**src/rtl/dmem_arbiter.sv**
```systemverilog
// Two-requester data-memory arbiter: one outstanding transaction, with a timeout error response.
// Optional build macro DMEM_ARB_RR_EN selects round-robin tie-breaking; otherwise requester 0 wins ties.
module dmem_arbiter #(
  parameter int unsigned TIMEOUT_CYCLES = 16
) (
  input  logic        clk,
  input  logic        i_rst_n,
  input  logic        i_req0_valid,
  output logic        o_req0_ready,
  input  logic [31:0] i_req0_addr,
  input  logic [31:0] i_req0_wdata,
  input  logic [3:0]  i_req0_mask,
  input  logic        i_req0_wen,
  input  logic        i_req1_valid,
  output logic        o_req1_ready,
  input  logic [31:0] i_req1_addr,
  input  logic [31:0] i_req1_wdata,
  input  logic [3:0]  i_req1_mask,
  input  logic        i_req1_wen,
  output logic        o_rsp0_valid,
  output logic [31:0] o_rsp0_rdata,
  output logic        o_rsp0_err,
  output logic        o_rsp1_valid,
  output logic [31:0] o_rsp1_rdata,
  output logic        o_rsp1_err,
  output logic [31:0] o_dmem_addr,
  output logic [31:0] o_dmem_wdata,
  output logic [3:0]  o_dmem_mask,
  output logic        o_dmem_ren,
  output logic        o_dmem_wen,
  input  logic        i_dmem_ready,
  input  logic [31:0] i_dmem_rdata,
  input  logic        i_dmem_rvalid,
  output logic        o_grant,
  output logic        o_busy
);
  // Handshake: a request transfers on a rising edge where valid and ready are both high;
  // ready is only ever offered in IDLE, so a requester simply holds valid and its payload until then.
  typedef enum logic [1:0] {ST_IDLE, ST_ISSUE, ST_WAIT, ST_RESP} state_e;

  localparam logic [7:0] CNT_LAST = 8'(TIMEOUT_CYCLES - 1);

  state_e      state_q, state_d;
  logic [29:0] addr_q, addr_d;
  logic [31:0] wdata_q, wdata_d;
  logic [3:0]  mask_q, mask_d;
  logic        wen_q, wen_d;
  logic        owner_q, owner_d;
  logic [31:0] rdata_q, rdata_d;
  logic        err_q, err_d;
  logic [7:0]  cnt_q, cnt_d;
  logic        any_req, winner, timeout, in_idle, in_issue, in_resp;

  assign any_req  = i_req0_valid | i_req1_valid;
  assign timeout  = (cnt_q == CNT_LAST);
  assign in_idle  = (state_q == ST_IDLE);
  assign in_issue = (state_q == ST_ISSUE);
  assign in_resp  = (state_q == ST_RESP);

`ifdef DMEM_ARB_RR_EN
  // ptr_q names the requester preferred on a tie; it moves to the other side on every grant.
  logic ptr_q, ptr_d;
  assign winner = (i_req0_valid & i_req1_valid) ? ptr_q : ~i_req0_valid;
  assign ptr_d  = (in_idle && any_req) ? ~winner : ptr_q;
`else
  assign winner = ~i_req0_valid;
`endif

  assign o_req0_ready = i_rst_n & in_idle & i_req0_valid & ~winner;
  assign o_req1_ready = i_rst_n & in_idle & i_req1_valid & winner;

  always_comb begin
    state_d = state_q;
    addr_d  = addr_q;
    wdata_d = wdata_q;
    mask_d  = mask_q;
    wen_d   = wen_q;
    owner_d = owner_q;
    rdata_d = rdata_q;
    err_d   = err_q;
    cnt_d   = cnt_q;
    case (state_q)
      ST_IDLE: begin
        if (any_req) begin
          addr_d  = winner ? i_req1_addr[31:2] : i_req0_addr[31:2];
          wdata_d = winner ? i_req1_wdata : i_req0_wdata;
          mask_d  = winner ? i_req1_mask : i_req0_mask;
          wen_d   = winner ? i_req1_wen : i_req0_wen;
          owner_d = winner;
          rdata_d = '0;
          err_d   = 1'b0;
          cnt_d   = '0;
          state_d = ST_ISSUE;
        end
      end
      ST_ISSUE: begin
        cnt_d = cnt_q + 8'd1;
        if (i_dmem_ready) begin
          state_d = wen_q ? ST_RESP : ST_WAIT;
        end else if (timeout) begin
          err_d   = 1'b1;
          state_d = ST_RESP;
        end
      end
      ST_WAIT: begin
        cnt_d = cnt_q + 8'd1;
        // Data arriving on the last allowed cycle still counts as a good response.
        if (i_dmem_rvalid) begin
          rdata_d = i_dmem_rdata;
          state_d = ST_RESP;
        end else if (timeout) begin
          err_d   = 1'b1;
          state_d = ST_RESP;
        end
      end
      ST_RESP: state_d = ST_IDLE;
      default: state_d = ST_IDLE;
    endcase
  end

  always_ff @(posedge clk or negedge i_rst_n) begin
    if (!i_rst_n) begin
      state_q <= ST_IDLE;
      addr_q  <= '0;
      wdata_q <= '0;
      mask_q  <= '0;
      wen_q   <= 1'b0;
      owner_q <= 1'b0;
      rdata_q <= '0;
      err_q   <= 1'b0;
      cnt_q   <= '0;
`ifdef DMEM_ARB_RR_EN
      ptr_q   <= 1'b0;
`endif
    end else begin
      state_q <= state_d;
      addr_q  <= addr_d;
      wdata_q <= wdata_d;
      mask_q  <= mask_d;
      wen_q   <= wen_d;
      owner_q <= owner_d;
      rdata_q <= rdata_d;
      err_q   <= err_d;
      cnt_q   <= cnt_d;
`ifdef DMEM_ARB_RR_EN
      ptr_q   <= ptr_d;
`endif
    end
  end

  assign o_dmem_addr  = in_issue ? {addr_q, 2'b00} : 32'h0;
  assign o_dmem_wdata = in_issue ? wdata_q : 32'h0;
  assign o_dmem_mask  = in_issue ? mask_q : 4'h0;
  assign o_dmem_ren   = in_issue & ~wen_q;
  assign o_dmem_wen   = in_issue & wen_q;

  assign o_rsp0_valid = in_resp & ~owner_q;
  assign o_rsp1_valid = in_resp & owner_q;
  assign o_rsp0_rdata = o_rsp0_valid ? rdata_q : 32'h0;
  assign o_rsp1_rdata = o_rsp1_valid ? rdata_q : 32'h0;
  assign o_rsp0_err   = o_rsp0_valid & err_q;
  assign o_rsp1_err   = o_rsp1_valid & err_q;

  assign o_grant = owner_q;
  assign o_busy  = ~in_idle;
endmodule

```
**config.mk**
```make
export PLATFORM = sky130hd
export DESIGN_NAME = dmem_arbiter
export DESIGN_NICKNAME = d
export VERILOG_FILES = /design/src/rtl/dmem_arbiter.sv
export SDC_FILE = /design/constraint.sdc
export NUM_CORES = 1
export LEC_CHECK = 0
export ABC_AREA = 1
export BUFFER_PORTS_ARGS = -buffer_cell sky130_fd_sc_hd__buf_2
export CAP_MARGIN = 20
export CORE_AREA = 2 2 125 127
export DETAILED_ROUTE_END_ITERATION = 10
export DIE_AREA = 0 0 127 129
export PLACE_DENSITY_LB_ADDON = 0.1
export SYNTH_ARGS = -nofsm -noshare
export SYNTH_HDL_FRONTEND = slang
export SYNTH_SLANG_ARGS = --single-unit
```
**constraint.sdc**
```tcl
create_clock -name clk -period 1.5 [get_ports clk]
set_input_delay 0.3 -clock clk [delete_from_list [all_inputs] [get_ports clk]]
set_output_delay 0.3 -clock clk [all_outputs]
set_load 0.02 [all_outputs]
```
[Word level (Yosys, flattened, before mapping)]
Index checks and enable logic that the tools add are counted.
Operators by class
  add/subtract/negate cells: 1
  muxes and demuxes: 25
  reductions and logical operators: 9
  bitwise gates (word level): 16
  equality and inequality tests: 8
Operators by type and width (count)
  $mux W32: 7
  $pmux W32 S2: 1
  $mux W30: 1
  $pmux W8 S2: 1
  $and A1 B1 Y1: 11
  $add A8 B1 Y8 const B: 1
  $eq A8 B4 Y1 const B: 1
  $mux W2: 4
  $mux W4: 2
  $mux W8: 1
  $ne A2 B2 Y1 const B: 4
  $pmux W2 S4: 1
  $mux W1: 6
  $eq A2 B2 Y1 const B: 2
  $not A1 Y1: 4
  $reduce_and A2 Y1: 2
  $reduce_and A4 Y1: 1
  $reduce_bool A2 Y1: 2
  $pmux W1 S3: 1
  $reduce_and A3 Y1: 1
  $reduce_bool A3 Y1: 1
  $eq A2 B1 Y1 const B: 1
  $logic_not A2 Y1: 1
  $reduce_or A2 Y1: 1
  $or A1 B1 Y1: 1
Word-level totals
  input bits: 176
  output and inout bits: 142
  logic and storage cells: 68
  register bits after elaboration: 111

[Logic depth before layout (Yosys ltp)]
Gate-level depths: netlist (run 1).
  depth after elaboration: 4
  gate-level depth with buffers: 10
  gate-level depth less buffers: 8

[Worst setup path before layout (run 1)]
Ideal clock, no wire load.
  kind: register to output
  start: register state_q[0]
  end: output o_rsp0_rdata[10]
  arrival: 1581 ps
  path buffers: 1
  stages on the path, launching flop included: 7
  path slack: -381 ps
  data required time: 1200 ps
  cell sequence: dfrtp_1 -> ha_1 -> inv_1 -> nor2_1 -> inv_1 -> buf_1 -> nor2_1
On the way
  longest elaborated chain between the ends: 3
Ends and longest elaborated chain
  start: declaration: line 43  | state_e state_q, state_d;
  start signal: assignment: line 136  | state_q <= state_d;
  $eq A2 B2 Y1: line 58  | assign in_resp = (state_q == ST_RESP);
  $and A1 B1 Y1: line 157  | assign o_rsp0_valid = in_resp & ~owner_q;
  named net o_rsp0_valid: line 20  | output logic o_rsp0_valid,
  $mux W32: line 159  | assign o_rsp0_rdata = o_rsp0_valid ? rdata_q : 32'h0;
  end: declaration: line 21  | output logic [31:0] o_rsp0_rdata,
The timed path passes the listed nets, and every way through them passes these cells.

[Final worst setup path (run 1)]
  start: register state_q[1]
  end: output o_rsp1_rdata[16]
On the way
  longest elaborated chain between the ends: 3
Ends and longest elaborated chain
  $eq A2 B2 Y1: line 58
  $and A1 B1 Y1: line 158  | assign o_rsp1_valid = in_resp & owner_q;
  $mux W32: line 160  | assign o_rsp1_rdata = o_rsp1_valid ? rdata_q : 32'h0;
  end: declaration: line 24  | output logic [31:0] o_rsp1_rdata,
Every way passes these cells.

==> flow_metrics.py, run 1 <==
metrics = {
    "cells_and_area": {
        "final_cells": 1362,
        "final_nets": 1349,
        "fillCellCount": 1356,
        "layout_common_cells": "nand2_1 (211), buf_2 (197), dfrtp_1 (111)",
        "design_area_um2": 9600,
        "final_common_cell": "nand2_1",
        "syn_to_final_growth_pct": 60.0,
        "drive_gt1_share_pct": 43.8,
    },
    "clock_tree": {
        "cts_tree": "built",
        "ctsHoldBuffers": 0,
        "cts_buffers": 9,
        "clock_latency_ns": 0.35,
        "h-tree-depth": 3,
        "root_buffer": "clkbuf_16",
        "cts_buffer_depth": 2,
        "cts_sinks": 111,
        "clk_pin_slew_worst_paths_ns": 0.08,
    },
    "timing": {
        "worst_clock_skew_ns": 0.0110,
        "worst_slack_ns": -0.477,
        "rsz0062_at_grt": "true",
        "worst_pin_slew_ns": 0.705,
        "slew-limit-headroom_pct": 53.0,
        "min_period_over_period_pct": 132,
        "whs_ns": -0.0349,
        "layout_min_cycle_time_ns": 1.98,
        "hold_viol": 6,
        "fmax_mhz": 506,
        "slew_violations": 0,
        "setup_violations": 249,
    },
    "logic_synthesis": {
        "synth_area_um2": 6000,
        "ys_seq_elements": 111,
        "synth-seq-area-share_pct": 46.3,
        "syn_avg_cell_area_um2": 7.14,
        "yosys_warnings": 0,
        "synth.distinct_cells": 27,
        "synth_cells": 841,
    },
    "placement": {
        "place_area_um2": 8130,
        "place_hpwl_mm": 13.1,
        "dp_slack_ns": -0.143,
        "dp_cells": 1320,
        "place_congestion": 0.814,
        "io_buffer_count": 311,
    },
    "die": {
        "chipHeight_um": 129,
        "start_util_pct": 40.1,
        "core_um2": 15000,
        "fp.dieW_um": 127,
        "rows": 45,
        "num_io_pins": 318,
        "dieArea_um2": 16400,
    },
    "global_routing": {
        "grt_max_degree": 112,
        "grt_pass1_vias": 6064,
        "gr-usage-all-layers_pct": 23.6,
        "antenna_found_initial": 3,
        "grt_pass1_wl_mm": 30.6,
        "globalRoute.totalOverflow": 0,
    },
    "worst_setup_path": {
        "reg2reg_depth": 11,
        "slowest_stage": "dfrtp_1",
        "path_max_fanout": 8,
        "cp.arrival_ns": 1.68,
        "cp.depth": 7,
        "crit_required_ns": 1.20,
        "cpPeakStageDelay_ns": 0.40,
        "crit_chain": "buf_6 > ha_4 > buf_4 > nand2_8 > clkbuf_16 > nor2_1 > buf_2",
        "worstSetupPathType": "reg2out",
        "critPathTopFamily": "buffers and inverters",
        "worstSetupStartpointType": "flop",
        "cp.buffers_inverters": 4,
        "endpoint_kind": "primary output",
    },
    "status": {
        "outcome": "finished, violations left",
        "violations": "hold timing, setup timing",
    },
    "worst_hold_path": {
        "hp-class": "in2async",
    },
    "power_and_ir_drop": {
        "pwr_density_cell_nw_per_um2": 1980,
        "ir_drop_mv": 1.08,
        "leakage_nw": 4.96,
    },
    "drt": {
        "wl_per_cell_um": 15.8,
        "drtPass1Iterations": 4,
        "vias": 6688,
        "ant_nets": 0,
        "wl_mm": 21.5,
        "drt_iter0_markers": 341,
        "vias_per_cell": 4.91,
        "drc": 0,
    },
    "job": {
        "max_cap_viol_count": 0,
    },
}
==> per-stage QoR <==
| stage | setup TNS, ns | power, mW | utilization (%) |
|---|---|---|---|
| after floorplan | -0.494 | 11.0 | - |
| after global placement | -8.15 | 13.6 | 54.3 |
| after detailed placement | -9.60 | 13.7 | 54.3 |
| after CTS | -63.90 | 17.9 | 60.9 |
| after global routing | -97.71 | 20.2 | 64.1 |
| final | -80.60 | 19.0 | 64.1 |
==> timing repair <==
action                     4_1_cts  5_1_grt
setup endpoints to repair      246      249
pin swaps                        2        2
buffers inserted                 7        6
gates resized for setup        170       81
gates cloned                     4        9
==> sequential cells by signal (all words and copies together), names as in the netlist <==
| register | count |
|---|---|
| o_grant | 1 |
| state_q | 2 |
| wen_q | 1 |
| cnt_q | 8 |
| mask_q | 4 |
| wdata_q | 32 |
| addr_q | 30 |
| err_q | 1 |
| rdata_q | 32 |
==> synth_stat cells, drive strengths merged <==
library cell  count  area share [%]
nand2           238              15
nor2            143             8.9
inv             119             7.5
dfrtp           111              46
a31oi            67             7.0
o21ai            46             4.0
nand3            42             3.6
buf              35             4.2
clkbuf           21             1.3
ha                5             1.0
nand4             5            0.52
a21oi             2            0.17
nor3              2            0.17
conb              1           0.062
nand3b            1            0.13
nor4              1            0.10
o21bai            1            0.13
or2               1            0.10
==> per-layer routing <==
metal | global-route usage [%] | part of all wire, % | vias up
met2 | 41.4 | 51 | 245
met1 | 28.6 | 40 | 3154
li1 | - | - | 3268
met4 | 7.37 | 1.6 | 0
met3 | 6.03 | 7.4 | 21
met5 | 0 | 0 | -
==> power breakdown <==
part / leakage (nW) / switching [mW] / total [mW] / internal [mW]
combinational: 3.46 / 6.57 / 11.4 / 4.88
sequential: 1.35 / 0.683 / 4.94 / 4.25
clock: 0.155 / 1.12 / 2.61 / 1.50
total: 4.96 / 8.36 / 19.0 / 10.6
==> final cells by class <==
cell class / instances / area [um^2] / area share (%)
repair buffers: 371 / 2910 / 30.3
clock inverters: 4 / 70.1 / 0.730
diodes: 2 / 5.00 / 0.0521
multi-input cells: 556 / 2900 / 30.2
inverters: 119 / 468 / 4.87
flip-flops and latches: 111 / 2780 / 28.9
clock buffers: 11 / 243 / 2.53
well taps: 188 / 235 / 2.45
==> cells by family (layout without fill, tap and decap cells) <==
kind of cell	count (synthesis)	count (layout)	synth area share, %
buffers and inverters	175	505	13.0
AOI/OAI and AO/OA	116	116	11.2
and+or+nand+nor	433	433	28.4
adders and majority gates	5	5	1.04
DFF	111	111	46.3
other	1	4	0.0625
==> path summary, 6_finish.rpt <==
kind	from	to	slack [ns]
max	state_q[1]$_DFFE_PN0N_	o_rsp1_rdata[16]	-0.48
min	i_rst_n	addr_q[26]$_DFFE_PN0P_	-0.03
max reg2reg	state_q[0]$_DFFE_PN0N_	rdata_q[10]$_DFFE_PN0P_	-0.31
min reg2reg	err_q$_DFFE_PN0P_	err_q$_DFFE_PN0P_	0.49
max in group asynchronous	i_rst_n	cnt_q[0]$_DFFE_PN0P_	0.92
min in group clk	i_dmem_rdata[7]	rdata_q[7]$_DFFE_PN0P_	0.19
Power figures use the tool's default switching activity.
==> inputs of run 2 (changes only) <==
--- a/config.mk
+++ b/config.mk
@@ -5,7 +5,7 @@
 export SDC_FILE = /design/constraint.sdc
 export NUM_CORES = 1
 export LEC_CHECK = 0
-export ABC_AREA = 1
+export ABC_AREA = 0
 export BUFFER_PORTS_ARGS = -buffer_cell sky130_fd_sc_hd__buf_2
 export CAP_MARGIN = 20
 export CORE_AREA = 2 2 125 127
==> flow_metrics.py, run 2 <==
metrics = {
    "drt": {
        "vias": 6052,
        "drt_iter0_markers": 270,
        "vias_per_cell": 5.01,
        "drtPass1Iterations": 4,
        "wl_mm": 19.8,
        "drc": 0,
        "wl_per_cell_um": 16.4,
        "ant_nets": 0,
    },
    "logic_synthesis": {
        "ys_seq_elements": 111,
        "synth.distinct_cells": 40,
        "yosys_warnings": 0,
        "synth_ff_type": "dfrtp_1",
        "synth.area.top_cells": "dfrtp_1 (45%), mux2i_1 (11%), and2_1 (10%)",
        "synth_cells": 675,
        "synth-seq-area-share_pct": 45.1,
        "yosysTopAreaCell": "dfrtp_1",
        "synth_edf_count": 0,
        "synth.most_common_cell": "dfrtp_1",
        "async_flop_share_pct": 100,
        "syn_avg_cell_area_um2": 9.13,
        "synth_common_cells": "dfrtp_1 (111), and2_1 (101), o21ai_0 (75), nand2_1 (72), mux2i_1 (69)",
        "synth_area_um2": 6160,
        "synth_top_cell_area_share_pct": 45.1,
    },
    "clock_tree": {
        "cts_sinks": 111,
        "cts_buffer_depth": 2,
        "h-tree-depth": 3,
        "cts_buffers": 9,
        "root_buffer": "clkbuf_16",
        "clock_latency_ns": 0.35,
        "cts_tree": "built",
        "clk_pin_slew_worst_paths_ns": 0.08,
    },
    "cells_and_area": {
        "reg_top3": "rdata_q x32, wdata_q x32, addr_q x30",
        "design_area_um2": 9600,
        "final_common_cell": "buf_2",
        "ff_latch_area_um2": 2780,
        "multi_input_area_um2": 3180,
        "final_nets": 1196,
        "drive_gt1_share_pct": 47.2,
        "syn_to_final_growth_pct": 55.9,
        "fillCellCount": 1304,
        "layout_common_cells": "buf_2 (195), dfrtp_1 (111), buf_4 (111)",
    },
    "timing": {
        "setup_tns_ns": -74.34,
        "rsz0062_at_grt": "true",
        "worst_slack_ns": -0.413,
        "setup_violations": 250,
        "slew-limit-headroom_pct": 59.0,
        "worst_clock_skew_ns": 0.00612,
        "layout_min_cycle_time_ns": 1.91,
        "slew_violations": 0,
        "fmax_mhz": 523,
        "worst_pin_slew_ns": 0.615,
        "hold_viol": 0,
        "min_period_over_period_pct": 128,
    },
    "worst_setup_path": {
        "crit_required_ns": 1.20,
        "cp.arrival_ns": 1.61,
        "endpoint_kind": "primary output",
        "timing.rr.end": "rdata_q[0]$_DFFE_PN0P_",
        "reg2reg_setup_slack_ns": -0.32,
        "reg2reg_from": "state_q[0]$_DFFE_PN0N_",
        "crit_chain": "ha_2 > nor2b_4 > buf_12 > and2_2 > buf_4",
        "worstSetupStartpointType": "flop",
        "reg2reg_depth": 8,
        "cpPeakStageDelay_ns": 0.42,
        "worstSetupPathType": "reg2out",
        "path_max_fanout": 34,
        "slowest_stage": "dfrtp_1",
    },
    "power_and_ir_drop": {
        "leakage_nw": 5.03,
        "ir_drop_mv": 0.820,
        "p_total_mw": 16.8,
        "pwr_density_cell_nw_per_um2": 1750,
    },
    "die": {
        "chipHeight_um": 129,
        "fp.dieW_um": 127,
        "dieArea_um2": 16400,
        "rows": 45,
        "core_um2": 15000,
        "num_io_pins": 318,
        "start_util_pct": 41.1,
    },
    "global_routing": {
        "grt_pass1_wl_mm": 28.0,
        "antenna_found_initial": 2,
        "gr-usage-all-layers_pct": 21.6,
        "globalRoute.totalOverflow": 0,
        "grt_pass1_vias": 5338,
        "grt_max_degree": 53,
    },
    "status": {
        "violations": "setup timing",
        "outcome": "finished, violations left",
    },
    "worst_hold_path": {
        "hp-class": "in2async",
    },
    "job": {
        "max_cap_viol_count": 0,
    },
    "placement": {
        "io_buffer_count": 311,
        "place_congestion": 0.803,
        "place_hpwl_mm": 13.5,
        "place_area_um2": 8240,
    },
}
==> run 2: changes by cell type in the layout (fill, tap and decap cells not counted), moves of 23 or more <==
cell     before  now
nor2_1      106    2
inv_1        68   34
and2_1        0   50
mux2i_1       0   69
a31oi_1      67    1
and2_2        0   48
and3_1        0   31
nand2_1     211   72
nand4_1       5   33
o21ai_0       6   57
nand3_1      41    3
nand2_2      23    0
inv_2        46    1
nor2_4       34    2
==> run 2: kinds of logic after synthesis <==
group,after synthesis,synth area share (%)
muxes,69,11.2
AOI/OAI and AO/OA,127,11.0
and+or+nand+nor,266,24.5
buffers and inverters,96,7.15
adders and majority gates,5,1.02
other,1,0.0609
DFF,111,45.1
==> run 2: power breakdown <==
part,total (mW),internal (mW),switching (mW)
Combinational,9.19,4.37,4.82
Clock,2.45,1.33,1.11
Sequential,5.20,4.39,0.806
==> run 2: metrics by stage <==
step                      utilization, %  std cells  hold slack [ns]  setup slack, ns
after floorplan                        -        676          0.00441           -0.137
after global placement              55.0       1161            0.137           -0.166
after detailed placement            55.0       1161            0.139           -0.217
after CTS                           59.3       1184           0.0234           -0.427
after global routing                64.1       1208           0.0548           -0.474
final                               64.1       1209           0.0286           -0.413
==> run 2: layer usage <==
| metal | routed length (um) | up-vias | GRT usage [%] |
|---|---|---|---|
| met5 | 0 | - | 0 |
| met4 | 246 | 0 | 6.46 |
| met3 | 1420 | 15 | 4.91 |
| met2 | 10100 | 231 | 37.3 |
| met1 | 8010 | 2814 | 27.3 |
| li1 | - | 2992 | - |
==> run 2: final cells by class <==
cell class,instances,share of cell area (%)
Antenna cell,1,0.0261
Clock buffer,10,2.49
Clock inverter,6,0.626
Inverter,37,1.50
Multi-Input combinational cell,471,33.2
Sequential cell,111,28.9
Tap cell,188,2.45
Timing Repair Buffer,385,30.8
==> run 2: worst max path at each step <==
stage	to	slack [ns]	start	depth (start not counted)
CTS	o_rsp0_rdata[4]	-0.43	state_q[0]$_DFFE_PN0N_	5
global placement	cnt_q[6]$_DFFE_PN0P_	-0.17	state_q[0]$_DFFE_PN0N_	6
finish	o_rsp0_rdata[16]	-0.41	state_q[0]$_DFFE_PN0N_	5
detailed placement	cnt_q[6]$_DFFE_PN0P_	-0.22	state_q[0]$_DFFE_PN0N_	6
floorplan	rdata_q[18]$_DFFE_PN0P_	-0.14	state_q[1]$_DFFE_PN0N_	8
global route	o_rsp0_rdata[16]	-0.47	state_q[0]$_DFFE_PN0N_	5
==> run 2: critical path: cells and delay by family (launching register included) <==
family        cells  cell delay [ns]
flops             1             0.42
simple gates      2             0.32
buf+inv           2             0.30
fa+ha+maj         1             0.21
==> run 2: repair_timing <==
action                     in CTS  in global routing
hold buffers                    1                  0
setup endpoints to repair     217                251
hold endpoints to repair        6                  0
cloned                          1                 18
pin swaps                       1                  1
resized for setup              82                138
setup buffers                   5                  6
